==> src/rtl/uart_rx_sampler_pkg.sv <==
// Shared UART receive definitions: FSM state encoding and the mid-bit sample point.
// The TX side imports the same package so both directions agree on these values.
package uart_rx_sampler_pkg;

   typedef enum logic [2:0] {
      ST_IDLE   = 3'd0,
      ST_START  = 3'd1,
      ST_DATA   = 3'd2,
      ST_PARITY = 3'd3,
      ST_STOP   = 3'd4
   } rx_state_t;

   function automatic int mid_tick(input int oversample);
      return oversample / 2;
   endfunction

endpackage

==> src/rtl/uart_bit_sync.sv <==
// Two-flop synchroniser for a single asynchronous input.
// RESET_VAL sets the value both flops hold in reset, e.g. 1 for an idle-high serial line.
module uart_bit_sync #(
   parameter logic RESET_VAL = 1'b1
) (
   input  logic clk,
   input  logic reset_n,
   input  logic d,
   output logic q
);

   logic meta;

   always_ff @(posedge clk or negedge reset_n) begin
      if (!reset_n) begin
         meta <= RESET_VAL;
         q    <= RESET_VAL;
      end else begin
         meta <= d;
         q    <= meta;
      end
   end

endmodule

==> src/rtl/uart_rx_sampler.sv <==
// Oversampling UART receiver: glitch-rejecting start detection, 3-sample majority per bit,
// parity/framing checks and a valid/ready output slice with sticky overrun.
//
//   state     | meaning
//   ST_IDLE   | line idle; waits for a low sample (only once re-armed by a high sample)
//   ST_START  | validating the start bit; a high majority is a false start
//   ST_DATA   | shifting in DATA_BITS bits, LSB first
//   ST_PARITY | checking the parity bit (PARITY_EN only)
//   ST_STOP   | deciding the stop bit; completes at the mid-bit decision point
module uart_rx_sampler
   import uart_rx_sampler_pkg::*;
#(
   parameter int RX_OVERSAMPLE = 16,
   parameter int DATA_BITS     = 8,
   parameter int PARITY_EN     = 0,
   parameter int PARITY_ODD    = 0
) (
   input  logic                 clk,
   input  logic                 reset_n,
   input  logic                 i_Rx_ClkTick,
   input  logic                 i_Rx_Data,
   input  logic                 i_Rx_Ready,
   output logic [DATA_BITS-1:0] o_Rx_Byte,
   output logic                 o_Rx_Valid,
   output logic                 o_Frame_Err,
   output logic                 o_Parity_Err,
   output logic                 o_Overrun,
   output logic                 o_Rx_Busy
);

   localparam int TW  = $clog2(RX_OVERSAMPLE);
   localparam int BW  = (DATA_BITS > 1) ? $clog2(DATA_BITS) : 1;
   localparam int MID = mid_tick(RX_OVERSAMPLE);

   localparam logic [TW-1:0] T_PRE  = TW'(MID - 1);
   localparam logic [TW-1:0] T_MID  = TW'(MID);
   localparam logic [TW-1:0] T_DEC  = TW'(MID + 1);
   localparam logic [TW-1:0] T_LAST = TW'(RX_OVERSAMPLE - 1);
   localparam logic [BW-1:0] B_LAST = BW'(DATA_BITS - 1);
   localparam logic          ODD    = (PARITY_ODD != 0);

   logic                 rx_s;
   rx_state_t            state;
   logic [TW-1:0]        tick_cnt;
   logic [BW-1:0]        bit_cnt;
   logic                 samp_a;
   logic                 samp_b;
   logic [DATA_BITS-1:0] shreg;
   logic                 par_err_p;
   logic                 frm_err_p;
   logic                 done;
   logic                 armed;
   logic                 vote;
   logic                 parity_exp;

   uart_bit_sync #(.RESET_VAL(1'b1)) u_sync (
      .clk     (clk),
      .reset_n (reset_n),
      .d       (i_Rx_Data),
      .q       (rx_s)
   );

   // Third sample is the live one at the decision tick
   assign vote       = (samp_a & samp_b) | (samp_a & rx_s) | (samp_b & rx_s);
   assign parity_exp = (^shreg) ^ ODD;

   always_ff @(posedge clk or negedge reset_n) begin
      if (!reset_n) begin
         state     <= ST_IDLE;
         tick_cnt  <= '0;
         bit_cnt   <= '0;
         samp_a    <= 1'b0;
         samp_b    <= 1'b0;
         shreg     <= '0;
         par_err_p <= 1'b0;
         frm_err_p <= 1'b0;
         done      <= 1'b0;
         armed     <= 1'b1;
         o_Rx_Busy <= 1'b0;
      end else begin
         done <= 1'b0;
         if (i_Rx_ClkTick) begin
            if (tick_cnt == T_PRE) samp_a <= rx_s;
            if (tick_cnt == T_MID) samp_b <= rx_s;
            tick_cnt <= (tick_cnt == T_LAST) ? '0 : tick_cnt + 1'b1;
            case (state)
               ST_IDLE: begin
                  tick_cnt <= '0;
                  if (rx_s) begin
                     armed <= 1'b1;
                  end else if (armed) begin
                     state     <= ST_START;
                     o_Rx_Busy <= 1'b1;
                     par_err_p <= 1'b0;
                  end
               end
               ST_START: begin
                  if (tick_cnt == T_DEC && vote) begin
                     state     <= ST_IDLE;
                     o_Rx_Busy <= 1'b0;
                     tick_cnt  <= '0;
                  end else if (tick_cnt == T_LAST) begin
                     state   <= ST_DATA;
                     bit_cnt <= '0;
                  end
               end
               ST_DATA: begin
                  if (tick_cnt == T_DEC) shreg <= {vote, shreg[DATA_BITS-1:1]};
                  if (tick_cnt == T_LAST) begin
                     if (bit_cnt == B_LAST) begin
                        bit_cnt <= '0;
                        state   <= (PARITY_EN != 0) ? ST_PARITY : ST_STOP;
                     end else begin
                        bit_cnt <= bit_cnt + 1'b1;
                     end
                  end
               end
               ST_PARITY: begin
                  if (tick_cnt == T_DEC && vote != parity_exp) par_err_p <= 1'b1;
                  if (tick_cnt == T_LAST) state <= ST_STOP;
               end
               ST_STOP: begin
                  if (tick_cnt == T_DEC) begin
                     frm_err_p <= ~vote;
                     done      <= 1'b1;
                     state     <= ST_IDLE;
                     o_Rx_Busy <= 1'b0;
                     tick_cnt  <= '0;
                     // A held-low line must go high before the next start counts
                     armed     <= 1'b0;
                  end
               end
               default: begin
                  state     <= ST_IDLE;
                  o_Rx_Busy <= 1'b0;
                  tick_cnt  <= '0;
               end
            endcase
         end
      end
   end

   always_ff @(posedge clk or negedge reset_n) begin
      if (!reset_n) begin
         o_Rx_Byte    <= '0;
         o_Rx_Valid   <= 1'b0;
         o_Frame_Err  <= 1'b0;
         o_Parity_Err <= 1'b0;
         o_Overrun    <= 1'b0;
      end else if (done) begin
         if (!o_Rx_Valid || i_Rx_Ready) begin
            o_Rx_Byte    <= shreg;
            o_Frame_Err  <= frm_err_p;
            o_Parity_Err <= par_err_p;
            o_Rx_Valid   <= 1'b1;
            o_Overrun    <= 1'b0;
         end else begin
            o_Overrun <= 1'b1;
         end
      end else if (o_Rx_Valid && i_Rx_Ready) begin
         o_Rx_Valid   <= 1'b0;
         o_Frame_Err  <= 1'b0;
         o_Parity_Err <= 1'b0;
         o_Overrun    <= 1'b0;
      end
   end

endmodule

==> config.mk <==
export PLATFORM = sky130hd
export DESIGN_NAME = uart_rx_sampler
export DESIGN_NICKNAME = d
export VERILOG_FILES = /design/src/rtl/uart_rx_sampler_pkg.sv /design/src/rtl/uart_bit_sync.sv /design/src/rtl/uart_rx_sampler.sv
export SDC_FILE = /design/constraint.sdc
export NUM_CORES = 1
export LEC_CHECK = 0
export BUFFER_PORTS_ARGS = -buffer_cell sky130_fd_sc_hd__buf_2
export CAP_MARGIN = 20
export CORE_MARGIN = 2
export CORE_UTILIZATION = 52
export CTS_CLUSTER_DIAMETER = 150
export DETAILED_ROUTE_END_ITERATION = 10
export GPL_ROUTABILITY_DRIVEN = 0
export PLACE_DENSITY = 0.79
export SLEW_MARGIN = 20
export SYNTH_ARGS = -nofsm -noshare
export SYNTH_HDL_FRONTEND = slang
export SYNTH_SLANG_ARGS = --single-unit
==> constraint.sdc <==
create_clock -name clk -period 1.68 [get_ports clk]
set_input_delay 0.336 -clock clk [delete_from_list [all_inputs] [get_ports clk]]
set_output_delay 0.336 -clock clk [all_outputs]
set_load 0.005 [all_outputs]
==> impl_metrics.toml, run 1 <==
[yosys]
synthTopCellsByCount = "dfrtp_1 (36), mux2_2 (15), nand2_1 (13)"
yosysMostFrequentCell = "dfrtp_1"
syn_area_per_cell_um2 = 11.8
async_flop_share = 1.00
seq_area_frac_synth = 0.530
ys_top_cells_by_area = "dfrtp_1 (49%), mux2_2 (9.1%), dfstp_2 (4.3%)"
ys_warn_count = 0
synth_top_area_frac = 0.487
synth_area_mm2 = 0.00185
ys_ff_latch = 39
syn_nets = 167
yosys.cell_types.count = 40
synth_cells = 157
synth_edf_count = 0
ys.flop_type = "dfrtp_1"
synth_top_area_cell = "dfrtp_1"

[worst_setup_path]
worstSetupEndpointType = "flip-flop"
worstSetupPathType = "reg2reg"
cp.required_ns = 1.96
cp.arrival_ns = 2.08
critPathMaxFanout = 2
startpoint_type = "flip-flop"

[die]
design.core.area_mm2 = 0.00336
rows = 21
num_io_pins = 18
fp.dieW_um = 63.6
die_h_um = 63.6
die-area_mm2 = 0.00405
start_util = 0.550

[sta]
slew_headroom = 0.720
finalSetupTns_ns = -0.112
slew_violations = 0
finalSetupViolations = 1
period_share = 1.07
hold_viol = 0
post-route-min-period_ns = 1.79
fin_ws_ns = -0.112
worst_pin_slew_ns = 0.420
timing.fmax_mhz = 558
rsz0062_at_grt = "true"
finClkSkew_ns = 0.00830

[power_and_ir_drop]
ir_drop_mv = 0.873
p_per_area_mw_per_mm2 = 1110
p_total_mw = 2.58
p_leak_nw = 1.15

[grt]
antenna_found_initial = 0
grt_use_total = 0.210
grt_pass1_vias = 1408
grt_max_degree = 15
gr-total-overflow = 0
grt_pass1_wl_mm = 6.45

[clock_tree]
cts_buffer_depth = 2
worst_skew_pair.late_latency_ns = 0.35
clockRootBuffer = "clkbuf_4"
clkSinkCount = 39
cts.clk_slew.worst_paths_ns = 0.11
cts_buffers = 5
cts_tree = "built"
cts_htree_levels = 2

[min_path]
hold_path.class = "in2reg"

[layout]
area_delta_synth_final_pct = 25.4
fin_nets = 207
final_layout_size_suffix_gt1_frac = 0.399
n_antenna_cell = 0
final_core_util = 0.689

[route]
ant_nets = 0
routed_wl_mm = 3.80
drt_iter0_drc = 69
drc_errors = 0
first_pass_iters = 4
num_vias = 1371
wl_per_cell_um = 15.6
route.detailed.vias_per_inst = 5.62

[place]
io_buffers = 17
dp_hpwl_mm = 2.77

[status]
violations = "negative setup slack"
status = "complete, but fails checks"

[flow_run]
cap_violations = 0
-- layer usage --
| metal | GRT usage | share of wire | up-vias |
|---|---|---|---|
| met2 | 0.386 | 0.54 | 24 |
| met3 | 0.0482 | 0.033 | 9 |
| li1 | - | - | 655 |
| met4 | 0.0652 | 0.016 | 0 |
| met1 | 0.241 | 0.42 | 683 |
| met5 | 0 | 0 | - |
-- flip-flops by register name, indices dropped and copies added, names as in the netlist --
signal,count
o_Rx_Byte,8
shreg,8
tick_cnt,4
bit_cnt,3
state,3
armed,1
done,1
frm_err_p,1
o_Frame_Err,1
o_Overrun,1
o_Parity_Err,1
o_Rx_Busy,1
o_Rx_Valid,1
par_err_p,1
samp_a,1
samp_b,1
u_sync.meta,1
u_sync.q,1
-- worst paths after layout --
kind	startpoint	end	slack [ns]	cells after the start
setup reg to reg	shreg[3]$_DFFE_PN0P_	par_err_p$_DFFE_PN0P_	-0.11	5
max in group asynchronous	reset_n	u_sync.meta$_DFF_PN1_	0.72	3
hold / removal	i_Rx_Data	u_sync.meta$_DFF_PN1_	0.08	1
setup / recovery	shreg[3]$_DFFE_PN0P_	par_err_p$_DFFE_PN0P_	-0.11	5
hold reg to reg	u_sync.meta$_DFF_PN1_	u_sync.q$_DFF_PN1_	0.37	0
min in group asynchronous	reset_n	o_Rx_Byte[5]$_DFFE_PN0P_	0.40	2
-- stage by stage --
step	cells	instance area, um^2	setup WS, ns	hold slack, ns
final	244	2320	-0.112	0.0825
after global routing	244	2320	-0.169	0.0530
after CTS	242	2270	-0.109	0.0721
after detailed placement	230	2100	-0.158	0.236
after global placement	230	2100	-0.101	0.230
after floorplan	157	1860	-0.0375	0.0404
-- cell families after synthesis --
family,Yosys count,share of synthesized area
and+or+nand+nor,42,0.122
DFF,39,0.530
AOI/OAI and AO/OA,32,0.118
muxes,21,0.126
buffers and inverters,10,0.0203
xor gates and xnor gates,7,0.0447
adders and majority gates,6,0.0399
-- report_power, final --
part | total, mW | leakage, nW | switching [mW] | internal [mW]
Clock | 0.763 | 0.0525 | 0.298 | 0.464
Combinational | 0.652 | 0.605 | 0.285 | 0.368
Sequential | 1.17 | 0.497 | 0.113 | 1.05
Total | 2.58 | 1.15 | 0.696 | 1.88
-- placed cells by master, fill, tap and decap left out, drive strengths merged, types with 3 or more instances in the layout --
cell type	netlist	routed
a21oi	4	4
a32oi	3	3
and3	4	4
buf	0	38
clkbuf	6	6
dfrtp	36	36
dfstp	3	3
ha	5	5
inv	4	4
mux2	18	18
mux2i	3	3
nand2	13	13
nand2b	5	5
nand3	4	4
nor2	4	4
nor2b	4	4
o21ai	9	9
o22ai	3	3
xnor2	6	6
-- area by class of cell --
type / count / area [um^2]
well taps: 46 / 57.6
inverters: 4 / 15.0
fillers: 261 / 1040
clock buffers: 6 / 41.3
clock inverters: 2 / 60.1
flip-flops and latches: 39 / 980
repair buffers: 39 / 253
multi-input cells: 108 / 912
-- critical path: stages, from the launching register on --
cell     delay [ns]
dfrtp_1        0.43
xnor2_2        0.16
xnor2_1        0.21
xnor3_1        0.34
or4b_1         0.47
a21oi_1        0.13
-- timing repair --
| item | 4_1_cts | 5_1_grt |
|---|---|---|
| buffers inserted | 3 | 2 |
| pin swaps | 4 | 6 |
| gates resized for setup | 7 | 8 |
| endpoints found under the setup margin | 2 | 16 |
| hold buffers | 1 | 0 |
| endpoints found under the hold margin | 11 | 0 |
No activity file was read; power rests on OpenSTA's default activity.
==> inputs of run 2 (changes only) <==
BUFFER_PORTS_ARGS = -buffer_cell sky130_fd_sc_hd__buf_4   (was -buffer_cell sky130_fd_sc_hd__buf_2)
==> run 2 against run 1 <==
- the flow still finishes with violations (negative setup slack)
- total power is 1.2% lower
- clock skew is 0.00080 ns lower
- utilization is 1.0 points higher
- clock power is 11% lower
- global-route usage is 0.67 points higher
- first-iteration DRC count is 12% lower
- critical path depth stayed put
- via count is 0.36% higher
- sequential share of layout area is 0.61 points lower
- sequential power hardly changed
- critical path type unchanged
- largest power group unchanged
==> impl_metrics.toml, run 2 (synthesized netlist as in run 1, its figures left out) <==
[layout]
nFillCells = 259
multi_input_area_um2 = 930
seqCellArea_um2 = 980
fin_nets = 205
final_cell_mix = "dfrtp_1 (36), buf_4 (36), mux2_2 (15), nand2_1 (12), xnor2_2 (6)"
final_layout_size_suffix_gt1_frac = 0.408
design_area_mm2 = 0.00235
final_core_util = 0.699
n_antenna_cell = 0
largestRegisters = "o_Rx_Byte x8, shreg x8, tick_cnt x4"
area_delta_synth_final_pct = 27.2

[sta]
post-route-min-period_ns = 1.79
fin_ws_ns = -0.108
rsz0062_at_grt = "true"
timing.fmax_mhz = 559
slew_violations = 0
period_share = 1.06
worst_pin_slew_ns = 0.469
whs_ns = 0.0756
finClkSkew_ns = 0.00749
slew_headroom = 0.688
hold_viol = 0
finalSetupViolations = 3

[grt]
grt_pass1_vias = 1484
grt_use_total = 0.217
gr-total-overflow = 0
grt_max_degree = 40
grt_pass1_wl_mm = 6.64
antenna_found_initial = 0

[power_and_ir_drop]
ir_drop_mv = 0.659
p_leak_nw = 1.15
p_total_mw = 2.55
p_per_area_mw_per_mm2 = 1080

[worst_setup_path]
critPathMaxFanout = 2
cp.arrival_ns = 2.08
worstSetupPathType = "reg2reg"
worstSetupEndpointType = "flip-flop"
startpoint_type = "flip-flop"
reg2reg_slack_ns = -0.11
cp.required_ns = 1.98

[die]
start_util = 0.550
num_io_pins = 18
rows = 21
die-area_mm2 = 0.00405
fp.dieW_um = 63.6
die_h_um = 63.6
design.core.area_mm2 = 0.00336

[route]
wl_per_cell_um = 16.0
ant_nets = 0
drc_errors = 0
num_vias = 1376
route.detailed.vias_per_inst = 5.69
drt_iter0_drc = 61
routed_wl_mm = 3.86
first_pass_iters = 4

[clock_tree]
clockRootBuffer = "clkbuf_4"
cts_htree_levels = 2
cts_buffer_depth = 2
cts.clk_slew.worst_paths_ns = 0.12
cts_tree = "built"
clkSinkCount = 39
cts_buffers = 5
worst_skew_pair.late_latency_ns = 0.36

[place]
dp_worst_setup_slack_ns = -0.244
dpl_cell_area_mm2 = 0.00214
io_buffers = 17
dp_hpwl_mm = 2.73

[status]
violations = "negative setup slack"
status = "complete, but fails checks"

[min_path]
hold_path.class = "in2reg"

[flow_run]
cap_violations = 0
==> run 2: metal layers <==
layer  vias up  part of all wire  GRT usage  wire, um
met5         -                 0          0         0
met4         0             0.022      0.101        86
met3        10             0.031     0.0589       121
met2        24              0.57      0.411      2190
met1       697              0.38      0.216      1470
li1        645                 -          -         -
==> run 2: report_power, final <==
part / internal [mW] / leakage [nW] / switching, mW / total, mW
Clock: 0.359 / 0.0489 / 0.321 / 0.680
Sequential: 1.05 / 0.497 / 0.0865 / 1.14
Combinational: 0.407 / 0.608 / 0.324 / 0.731
==> run 2: timing repair <==
action                     4_1_cts  5_1_grt
buffers inserted                 3        0
gates resized for setup          8       10
setup endpoints to repair        2        8
hold buffers                     1        0
hold endpoints to repair        36        0
pin swaps                        5        5
==> run 2: worst paths after layout <==
path / startpoint / endpoint / cells past startpoint
worst max-delay path: shreg[1]$_DFFE_PN0P_ / par_err_p$_DFFE_PN0P_ / 5
worst min-delay path: i_Rx_Data / u_sync.meta$_DFF_PN1_ / 1
worst max register to register: shreg[1]$_DFFE_PN0P_ / par_err_p$_DFFE_PN0P_ / 5
worst min register to register: u_sync.meta$_DFF_PN1_ / u_sync.q$_DFF_PN1_ / 0
max in group asynchronous: reset_n / u_sync.meta$_DFF_PN1_ / 2
min in group asynchronous: reset_n / o_Rx_Byte[7]$_DFFE_PN0P_ / 2
==> run 2: layout make-up <==
| cell class | count | share of cell area |
|---|---|---|
| Clock inverter | 2 | 0.0165 |
| Inverter | 4 | 0.00638 |
| Sequential cell | 39 | 0.416 |
| Multi-Input combinational cell | 108 | 0.395 |
| Tap cell | 46 | 0.0245 |
| Timing Repair Buffer | 37 | 0.119 |
| Clock buffer | 6 | 0.0218 |
==> run 2: metrics by stage <==
stage / std cells / TNS (ns)
after floorplan: 157 / -0.0375
after global placement: 230 / -0.105
after detailed placement: 230 / -0.244
after CTS: 242 / -0.115
after global routing: 242 / -0.353
final: 242 / -0.115
==> run 2: critical path, cell delays in order (launching register included) <==
cell and delay [ns]:
dfrtp_1 0.43, xnor2_2 0.23, xnor2_2 0.15, xnor3_1 0.32, or4b_1 0.47, a21oi_1 0.13
